--- src/rtl/turing_machine_gen.sv ---
// Programmable Turing machine: load a transition table with Next pulses, then step the tape head.
// Optional macro TM_AUTORUN_EN adds an Auto input that steps the machine every clock in RUN.
module turing_machine_gen #(
  parameter int SYM_W      = 1,
  parameter int NUM_STATES = 4,
  parameter int TAPE_LEN   = 64,
  parameter int WIN        = 5,
  parameter int IN_W       = 4
) (
  input  logic                            clock,
  input  logic                            reset_n,
  input  logic [IN_W-1:0]                 input_data,
`ifdef TM_AUTORUN_EN
  input  logic                            Auto,
`endif
  input  logic                            Next,
  input  logic                            Done,
  output logic [(2*WIN+1)*SYM_W-1:0]      display_out,
  output logic                            Compute_done,
  output logic                            fault,
  output logic                            loading,
  output logic [$clog2(NUM_STATES)-1:0]   cur_state,
  output logic [15:0]                     step_count,
  output logic [1:0]                      fsm_state
);

  localparam int ST_W    = $clog2(NUM_STATES);
  localparam int HW      = $clog2(TAPE_LEN);
  localparam int IDX_W   = ST_W + SYM_W;
  localparam int NSLOT   = 2 ** IDX_W;
  localparam int NUM_ENT = (NUM_STATES - 1) * (2 ** SYM_W);
  localparam logic [ST_W-1:0] HALT_S = ST_W'(NUM_STATES - 1);

  typedef enum logic [1:0] {S_LOAD = 2'd0, S_RUN = 2'd1, S_HALTED = 2'd2} mode_t;

  mode_t              mode;
  logic               next_q;
  logic [IDX_W:0]     ent_idx;
  logic [1:0]         fld;
  logic [SYM_W-1:0]   wsym  [NSLOT];
  logic               wkeep [NSLOT];
  logic [1:0]         mv    [NSLOT];
  logic [ST_W-1:0]    nst   [NSLOT];
  logic [SYM_W-1:0]   tape  [TAPE_LEN];
  logic [HW-1:0]      head;
  logic [ST_W-1:0]    state_q;
  logic [15:0]        steps;
  logic               done_q;
  logic               fault_q;

  // Handshake: a step/capture event is the first clock edge that samples Next=1
  // after an edge that sampled Next=0; holding Next high yields no further events.
  logic               next_ev;
  logic               step_ev;
  logic [SYM_W-1:0]   rd_sym;
  logic [IDX_W-1:0]   idx;
  logic [SYM_W-1:0]   wr_sym;
  logic [1:0]         mv_c;
  logic [ST_W-1:0]    ns_c;
  logic               off_tape;
  logic               unused_ok;

  assign unused_ok = &{1'b0, input_data};

  always_comb begin
    next_ev = Next & ~next_q;
`ifdef TM_AUTORUN_EN
    step_ev = next_ev | Auto;
`else
    step_ev = next_ev;
`endif
    rd_sym   = tape[head];
    idx      = {state_q, rd_sym};
    wr_sym   = wkeep[idx] ? rd_sym : wsym[idx];
    mv_c     = mv[idx];
    ns_c     = nst[idx];
    off_tape = ((mv_c == 2'd0) && (head == '0)) ||
               ((mv_c == 2'd1) && (head == HW'(TAPE_LEN - 1)));
  end

  // Cells outside the tape read as zero; MSB field is the leftmost cell.
  always_comb begin
    int c;
    display_out = '0;
    c = 0;
    for (int i = 0; i < 2*WIN+1; i++) begin
      c = int'(head) - WIN + i;
      if (c >= 0 && c < TAPE_LEN)
        display_out[(2*WIN-i)*SYM_W +: SYM_W] = tape[c[HW-1:0]];
    end
  end

  always_ff @(posedge clock or negedge reset_n) begin
    if (!reset_n) begin
      mode    <= S_LOAD;
      next_q  <= 1'b0;
      ent_idx <= '0;
      fld     <= 2'd0;
      head    <= HW'(TAPE_LEN / 2);
      state_q <= '0;
      steps   <= '0;
      done_q  <= 1'b0;
      fault_q <= 1'b0;
      for (int i = 0; i < NSLOT; i++) begin
        wsym[i]  <= '0;
        wkeep[i] <= 1'b1;
        mv[i]    <= 2'd2;
        nst[i]   <= HALT_S;
      end
      for (int i = 0; i < TAPE_LEN; i++) tape[i] <= '0;
    end else begin
      next_q <= Next;
      case (mode)
        S_LOAD: begin
          if (Done) begin
            mode    <= S_RUN;
            state_q <= '0;
            head    <= HW'(TAPE_LEN / 2);
            steps   <= '0;
            for (int i = 0; i < TAPE_LEN; i++) tape[i] <= '0;
          end else if (next_ev && (ent_idx < (IDX_W+1)'(NUM_ENT))) begin
            case (fld)
              2'd0: begin
                wsym[ent_idx[IDX_W-1:0]]  <= input_data[SYM_W-1:0];
                wkeep[ent_idx[IDX_W-1:0]] <= 1'b0;
                fld <= 2'd1;
              end
              2'd1: begin
                mv[ent_idx[IDX_W-1:0]] <= input_data[1:0];
                fld <= 2'd2;
              end
              default: begin
                nst[ent_idx[IDX_W-1:0]] <= input_data[ST_W-1:0];
                fld     <= 2'd0;
                ent_idx <= ent_idx + 1'b1;
              end
            endcase
          end
        end
        S_RUN: begin
          if (step_ev) begin
            tape[head] <= wr_sym;
            state_q    <= ns_c;
            if (steps != 16'hFFFF) steps <= steps + 16'd1;
            // Falling off either end commits the write but freezes the head.
            if (off_tape) begin
              fault_q <= 1'b1;
              done_q  <= 1'b1;
              mode    <= S_HALTED;
            end else begin
              if (mv_c == 2'd0)      head <= head - 1'b1;
              else if (mv_c == 2'd1) head <= head + 1'b1;
              if (ns_c == HALT_S) begin
                done_q <= 1'b1;
                mode   <= S_HALTED;
              end
            end
          end
        end
        default: ;
      endcase
    end
  end

  assign Compute_done = done_q;
  assign fault        = fault_q;
  assign loading      = (mode == S_LOAD);
  assign cur_state    = state_q;
  assign step_count   = steps;
  assign fsm_state    = mode;

endmodule

--- config.mk ---
export PLATFORM = sky130hd
export DESIGN_NAME = turing_machine_gen
export DESIGN_NICKNAME = d
export VERILOG_FILES = /design/src/rtl/turing_machine_gen.sv
export SDC_FILE = /design/constraint.sdc
export NUM_CORES = 1
export LEC_CHECK = 0
export CAP_MARGIN = 30
export CORE_UTILIZATION = 60
export DETAILED_ROUTE_END_ITERATION = 7
export PLACE_DENSITY = 0.79
export RECOVER_POWER = 25
export SYNTH_ARGS = -nofsm -noshare
export SYNTH_HDL_FRONTEND = slang
export SYNTH_SLANG_ARGS = --single-unit
--- constraint.sdc ---
create_clock -name clock -period 11.8 [get_ports clock]
set_clock_uncertainty 0.1 [all_clocks]
set_input_delay 2.36 -clock clock [delete_from_list [all_inputs] [get_ports clock]]
set_output_delay 2.36 -clock clock [all_outputs]
set_load 0.02 [all_outputs]
### Word level (Yosys, flattened, before mapping)

Index checks and enable logic that the tools add are counted.

* bits in registers: 147
* latch bits: 0
* memory bits (writable): 0
* bits in read-only memories: 0
* bits of input ports: 8
* output and inout port bits: 34
* logic and storage cells: 319
* memories kept: 0

* add/subtract/negate cells: 15
* multipliers: 0
* divide/modulo/power cells: 0
* order comparisons: 39
* equality and inequality tests: 12
* shift-type cells: 0
* multiplexer cells: 94
* bitwise operators: 20
* reduce and logical (&&, ||, !) cells: 34

Operators with widths (count)
* $ge 32x1->1 const B: 9
* $lt 32x8->1 const B: 9
* $mux 64: 2
* $pmux 64 s2: 1
* $ge 7x7->1 const B: 12
* $not 6->7: 12
* $bmux 1 s6: 12
* $bwmux 64: 1
* $mux 16: 3
* $mux 1: 44
* $add 7x4->8 const B: 4
* $bwmux 16: 2
* $pmux 16 s2: 1
* $mux 6: 5
* $add 7x5->8 const B: 3
* $mux 2: 11
* $reduce_and 4->1: 5
* $add 16x1->16 const B: 1
* $add 7x3->8 const B: 2
* $logic_and 1x1->1: 16
* $ne 16x16->1 const B: 1
* $bmux 2 s3: 2
* $pmux 2 s2: 3
* $pmux 6 s2: 1
* 35 further kinds: 52

### Logic depth before layout (Yosys ltp)

* depth after elaboration: 14
* gate-level depth with buffers: 19

### Least setup slack after synthesis

OpenSTA, ideal clock, no wires.

* path type: register to output
* start: register head[0]
* end: output port display_out[8]
* arrival: 4.452 ns
* slack: 4.888 ns
* stages on the path, launching flop included: 18
* buffers on the path: 9
* cell sequence: dfrtp_1 clkbuf_2 buf_6 buf_8 buf_2 inv_1 clkbuf_1 ha_1 buf_1 inv_1 clkbuf_1 ha_1 clkbuf_1 clkbuf_1 a21oi_1 mux4_2 mux2_2 a21oi_1

* longest elaborated chain between the ends: 7

Ends and longest elaborated chain
* start, declared: RTL line 45 `logic [HW-1:0] head;`
* start signal, assigned: RTL line 99 `head <= HW'(TAPE_LEN / 2);`
* start signal, assigned: RTL line 118 `head <= HW'(TAPE_LEN / 2);`
* start signal, assigned: RTL line 151 `if (mv_c == 2'd0) head <= head - 1'b1;`
* $sub 6x3->7 (*): RTL line 87 `c = int'(head) - WIN + i;`
* $add 7x3->8 (*): RTL line 87
* branches (longest 4 deep; another with $ge 32x1->1)
* $mux 1 (*): RTL line 88 `if (c >= 0 && c < TAPE_LEN)`
* end, declared: RTL line 18 `output logic [(2*WIN+1)*SYM_W-1:0] display_out,`

Every way passes the cells marked *. The select of a mux whose other input is x is not followed.

### Worst setup path in the final report

Ends and elaborated chain as after synthesis.

==> results_tabular.tex <==
\begin{tabular}{lr}
\hline
Metric & Value \\
\hline
\multicolumn{2}{l}{\textbf{Drt}} \\
Number of nets with antenna violations after detailed routing & 0 \\
1st-pass router iterations & 6 \\
First DRT Iteration DRCs & 1176 \\
Routed wire length & 30790 µm \\
Post-detailed-route DRC marker count & 0 \\
Average wire length per cell after detail routing & 21.82 µm \\
Via density per instance & 6.766 \\
Total via count in the routed design & 9547 \\
\multicolumn{2}{l}{\textbf{Global route}} \\
Global-route wire length before repair & 48220 µm \\
Total global routing overflow & 0 \\
Pin count of the biggest net entering global routing & 81 \\
Global router's overall resource usage & 33.69\% \\
Initial antenna violation count & 0 \\
Number of global-route vias before repair & 8909 \\
\multicolumn{2}{l}{\textbf{Synthesis}} \\
Dominant cells by area after synthesis & sky130\_fd\_sc\_hd\_\_dfrtp\_1 26\%, sky130\_fd\_sc\_hd\_\_mux2i\_1 9.7\%, sky130\_fd\_sc\_hd\_\_mux4\_2 9.4\% \\
Post-synthesis mux area share & 25.34\% \\
Main combinational cell family by area after synthesis & multiplexers \\
Number of enable-type register cells in the synthesized netlist & 0 \\
Synthesized-area fraction occupied by ao, oa, aoi and oai cells & 17.91\% \\
Average instance area after synthesis & 9.382 µm² \\
Share of the synthesized area in the top cell type & 25.77\% \\
Mapped Cells & 1180 \\
Synthesized cell area & 11070 µm² \\
Number of register bits inferred by synthesis & 147 \\
Sequential element share of the synthesized area & 33.60\% \\
Adder-cell area share of the yosys netlist & 2.034\% \\
Most area-hungry cell type in the Yosys netlist & sky130\_fd\_sc\_hd\_\_dfrtp\_1 \\
Share of flip-flops with an asynchronous set or reset & 100.0\% \\
Synth unique cells & 69 \\
Post-Synth Simple-Gate Area & 12.84\% \\
Xor/xnor share of the synthesized area & 4.227\% \\
Top cell types by occurrence after synthesis & 139 x sky130\_fd\_sc\_hd\_\_o21ai\_0, 124 x sky130\_fd\_sc\_hd\_\_a21oi\_1, 114 x sky130\_fd\_sc\_hd\_\_dfrtp\_1 \\
Most common cell in the synthesized netlist & sky130\_fd\_sc\_hd\_\_o21ai\_0 \\
Number of warnings issued by yosys & 0 \\
Syn\_nets & 1206 \\
Synth Flop Type & sky130\_fd\_sc\_hd\_\_dfrtp\_1 \\
\multicolumn{2}{l}{\textbf{Clocking}} \\
Post-CTS setup-driven buffer insertion count & 0 \\
Number of H-tree levels & 4 \\
Buffer depth of the longest clock path & 2 \\
Clock latency reported for the late side of the worst-skew pair & 0.43 ns \\
Clock tree sinks & 147 \\
CTS root buf & sky130\_fd\_sc\_hd\_\_clkbuf\_16 \\
TritonCTS clock tree & built \\
Register clock-pin slew on the reported worst setup and hold paths & 0.06 ns \\
Hold Buf Count CTS & 0 \\
Number of buffers created by CTS & 17 \\
Number of gates given a new drive strength after cts & 0 \\
\multicolumn{2}{l}{\textbf{STA}} \\
Number of endpoints with negative hold slack in the final report & 0 \\
Worst rel slew slack & -140.0\% \\
Post-route fraction of the period consumed by the critical path & 68.26\% \\
Final setup TNS & 0 ns \\
Fmax achieved & 124.2 MHz \\
Unrepaired setup endpoints after global routing & no \\
Least-Margin Pin Slew & 3.601 ns \\
Final worst setup slack & 3.745 ns \\
Time the worst path needs with I/O delays and setup & 8.055 ns \\
Number of pins with negative max-slew slack in the final report & 69 \\
Final setup violation count & 0 \\
\multicolumn{2}{l}{\textbf{Critical path}} \\
Arrival time of the worst setup path & 5.59 ns \\
Data required, critical path & 9.34 ns \\
Crit path buf inv count & 4 \\
Minimum setup slack among reg-to-reg paths & 6.93 ns \\
Peak fanout along the critical path & 64 \\
Startpoint of the worst-slack reg-to-reg timing path & head[0] \\
Stage delay of the slowest cell on the critical path & 0.77 ns \\
Critical Path Source Type & register \\
Kind of cell adding the most delay to the critical path & buffers and inverters \\
Worst setup path category & register to output port \\
Cell-by-cell trace of the critical path & inv\_1 -> buf\_4 -> ha\_2 -> inv\_1 -> ha\_1 -> xor2\_2 -> mux4\_2 -> mux2\_2 -> a21oi\_1 -> clkdlybuf4s50\_1 \\
CP most frequent cell & sky130\_fd\_sc\_hd\_\_inv\_1 \\
End of the worst register-to-register path & head[4] \\
Crit path depth & 10 \\
Highest-delay cell along the critical path & sky130\_fd\_sc\_hd\_\_dfrtp\_4 \\
Worst reg-to-reg path cell count & 14 \\
Nature of the critical path endpoint & output port \\
\multicolumn{2}{l}{\textbf{Floorplan}} \\
I/O pin cnt & 42 \\
Row Count & 49 \\
Area inside the core boundary & 18020 µm² \\
Area of the die & 19000 µm² \\
Effective utilization at floorplan & 61.42\% \\
Die height & 137.8 µm \\
Chip Width & 137.8 µm \\
\multicolumn{2}{l}{\textbf{Finish}} \\
Area Overhead vs Synth & 9.912\% \\
NumNets Final & 1195 \\
Count of fill cells added during filler insertion & 1415 \\
Diode count & 0 \\
Share of final-layout standard cells stronger than drive strength 1 & 18.36\% \\
\multicolumn{2}{l}{\textbf{Worst hold path}} \\
Worst Hold End & nst[2] \\
HP Start & nst[2] \\
Min-delay worst type & register to register \\
Hold Crit Depth & 0 \\
\multicolumn{2}{l}{\textbf{Placement}} \\
Routability Congestion & 0.9542 \\
HPWL after DPL & 21140 µm \\
Number of buffer cells added on primary ports & 39 \\
Minimum setup slack after placement & 4.355 ns \\
\multicolumn{2}{l}{\textbf{Outcome}} \\
Result of the run & finished with violations \\
Violations in the final reports & max-capacitance violations, max-slew violations \\
\multicolumn{2}{l}{\textbf{Job}} \\
Number of maximum-capacitance violations & 1 \\
\hline
\end{tabular}
[cell type report]
| type | count | area [µm²] | area share, % |
|---|---|---|---|
| Timing Repair Buffer | 59 | 570.5 | 4.689 |
| Multi-Input combinational cell | 929 | 6940 | 57.04 |
| Inverter | 15 | 56.30 | 0.4627 |
| Clock inverter | 13 | 137.6 | 1.131 |
| Clock buffer | 19 | 452.9 | 3.722 |
| Tap cell | 229 | 286.5 | 2.355 |
| Sequential cell | 147 | 3724 | 30.60 |
[registers in the layout (all words and copies together) (netlist names), 4 cells and up]
name,flops
wkeep,8
step_count,16
tape,64
head,6
mv,16
wsym,8
nst,16
ent_idx,4
[cell families after synthesis]
group / after synthesis
AO/OA/AOI/OAI: 358
AND/OR/NAND/NOR: 289
multiplexers: 214
flip-flops: 147
buffers and inverters: 104
XOR/XNOR: 50
adder cells (fa/ha/maj): 18
[per-layer routing]
layer,wire length (µm),GRT usage [%],vias up
li1,-,-,4297
met1,12380,44.24,4588
met2,14050,51.73,549
met3,2887,7.616,113
met4,1478,18.42,0
met5,0,0,-
[through the flow]
| step | instances | hold slack (ns) | area, µm² | utilization, % |
|---|---|---|---|---|
| after global placement | 1375 | 0.2560 | 11520 | 63.90 |
| final | 1411 | 0.2645 | 12170 | 67.51 |
| after floorplan | 1180 | 0.3240 | 11070 | - |
| after CTS | 1409 | 0.2663 | 12140 | 67.35 |
| after detailed placement | 1377 | 0.2568 | 11550 | 64.08 |
| after global routing | 1411 | 0.2725 | 12170 | 67.51 |
[how the worst max path moves through the flow]
| stage | slack, ns | start | endpoint |
|---|---|---|---|
| 4_1_cts | 3.88 | head[0] | display_out[5] |
| 3_5_place_dp | 4.35 | head[0] | display_out[5] |
| 6_report | 3.75 | head[0] | display_out[8] |
| 3_3_place_gp | 4.42 | head[0] | display_out[5] |
| 2_1_floorplan | 4.89 | head[0] | display_out[8] |
| 5_1_grt | 3.52 | head[0] | display_out[5] |
[worst register-to-register path, cell delays in order (launching register included)]
cell and delay [ns]:
sky130_fd_sc_hd__dfrtp_4 0.93, sky130_fd_sc_hd__buf_4 0.70, sky130_fd_sc_hd__mux2i_1 0.24, sky130_fd_sc_hd__a22oi_1 0.21
sky130_fd_sc_hd__nand3_1 0.13, sky130_fd_sc_hd__nand4_2 0.25, sky130_fd_sc_hd__or2_1 0.51, sky130_fd_sc_hd__mux2i_4 0.50
sky130_fd_sc_hd__xnor2_1 0.13, sky130_fd_sc_hd__ha_1 0.25, sky130_fd_sc_hd__nor2_1 0.13, sky130_fd_sc_hd__nand3_1 0.09
sky130_fd_sc_hd__mux2i_1 0.19, sky130_fd_sc_hd__a211oi_1 0.11, sky130_fd_sc_hd__a211o_1 0.27
[cells in the final DEF, fill, tap and decap left out, drive strengths merged, types with 33 or more instances in the layout]
| master | netlist | routed |
|---|---|---|
| mux4 | 46 | 46 |
| dfrtp | 114 | 114 |
| mux2i | 108 | 108 |
| mux2 | 60 | 60 |
| nand2 | 84 | 84 |
| clkdlybuf4s50 | 0 | 37 |
| nor2 | 72 | 72 |
| a21oi | 126 | 126 |
| o21ai | 169 | 169 |
| dfstp | 33 | 33 |
Power is not shown: default switching activity piles up to over one toggle a cycle in this logic, so the estimate is an artifact.
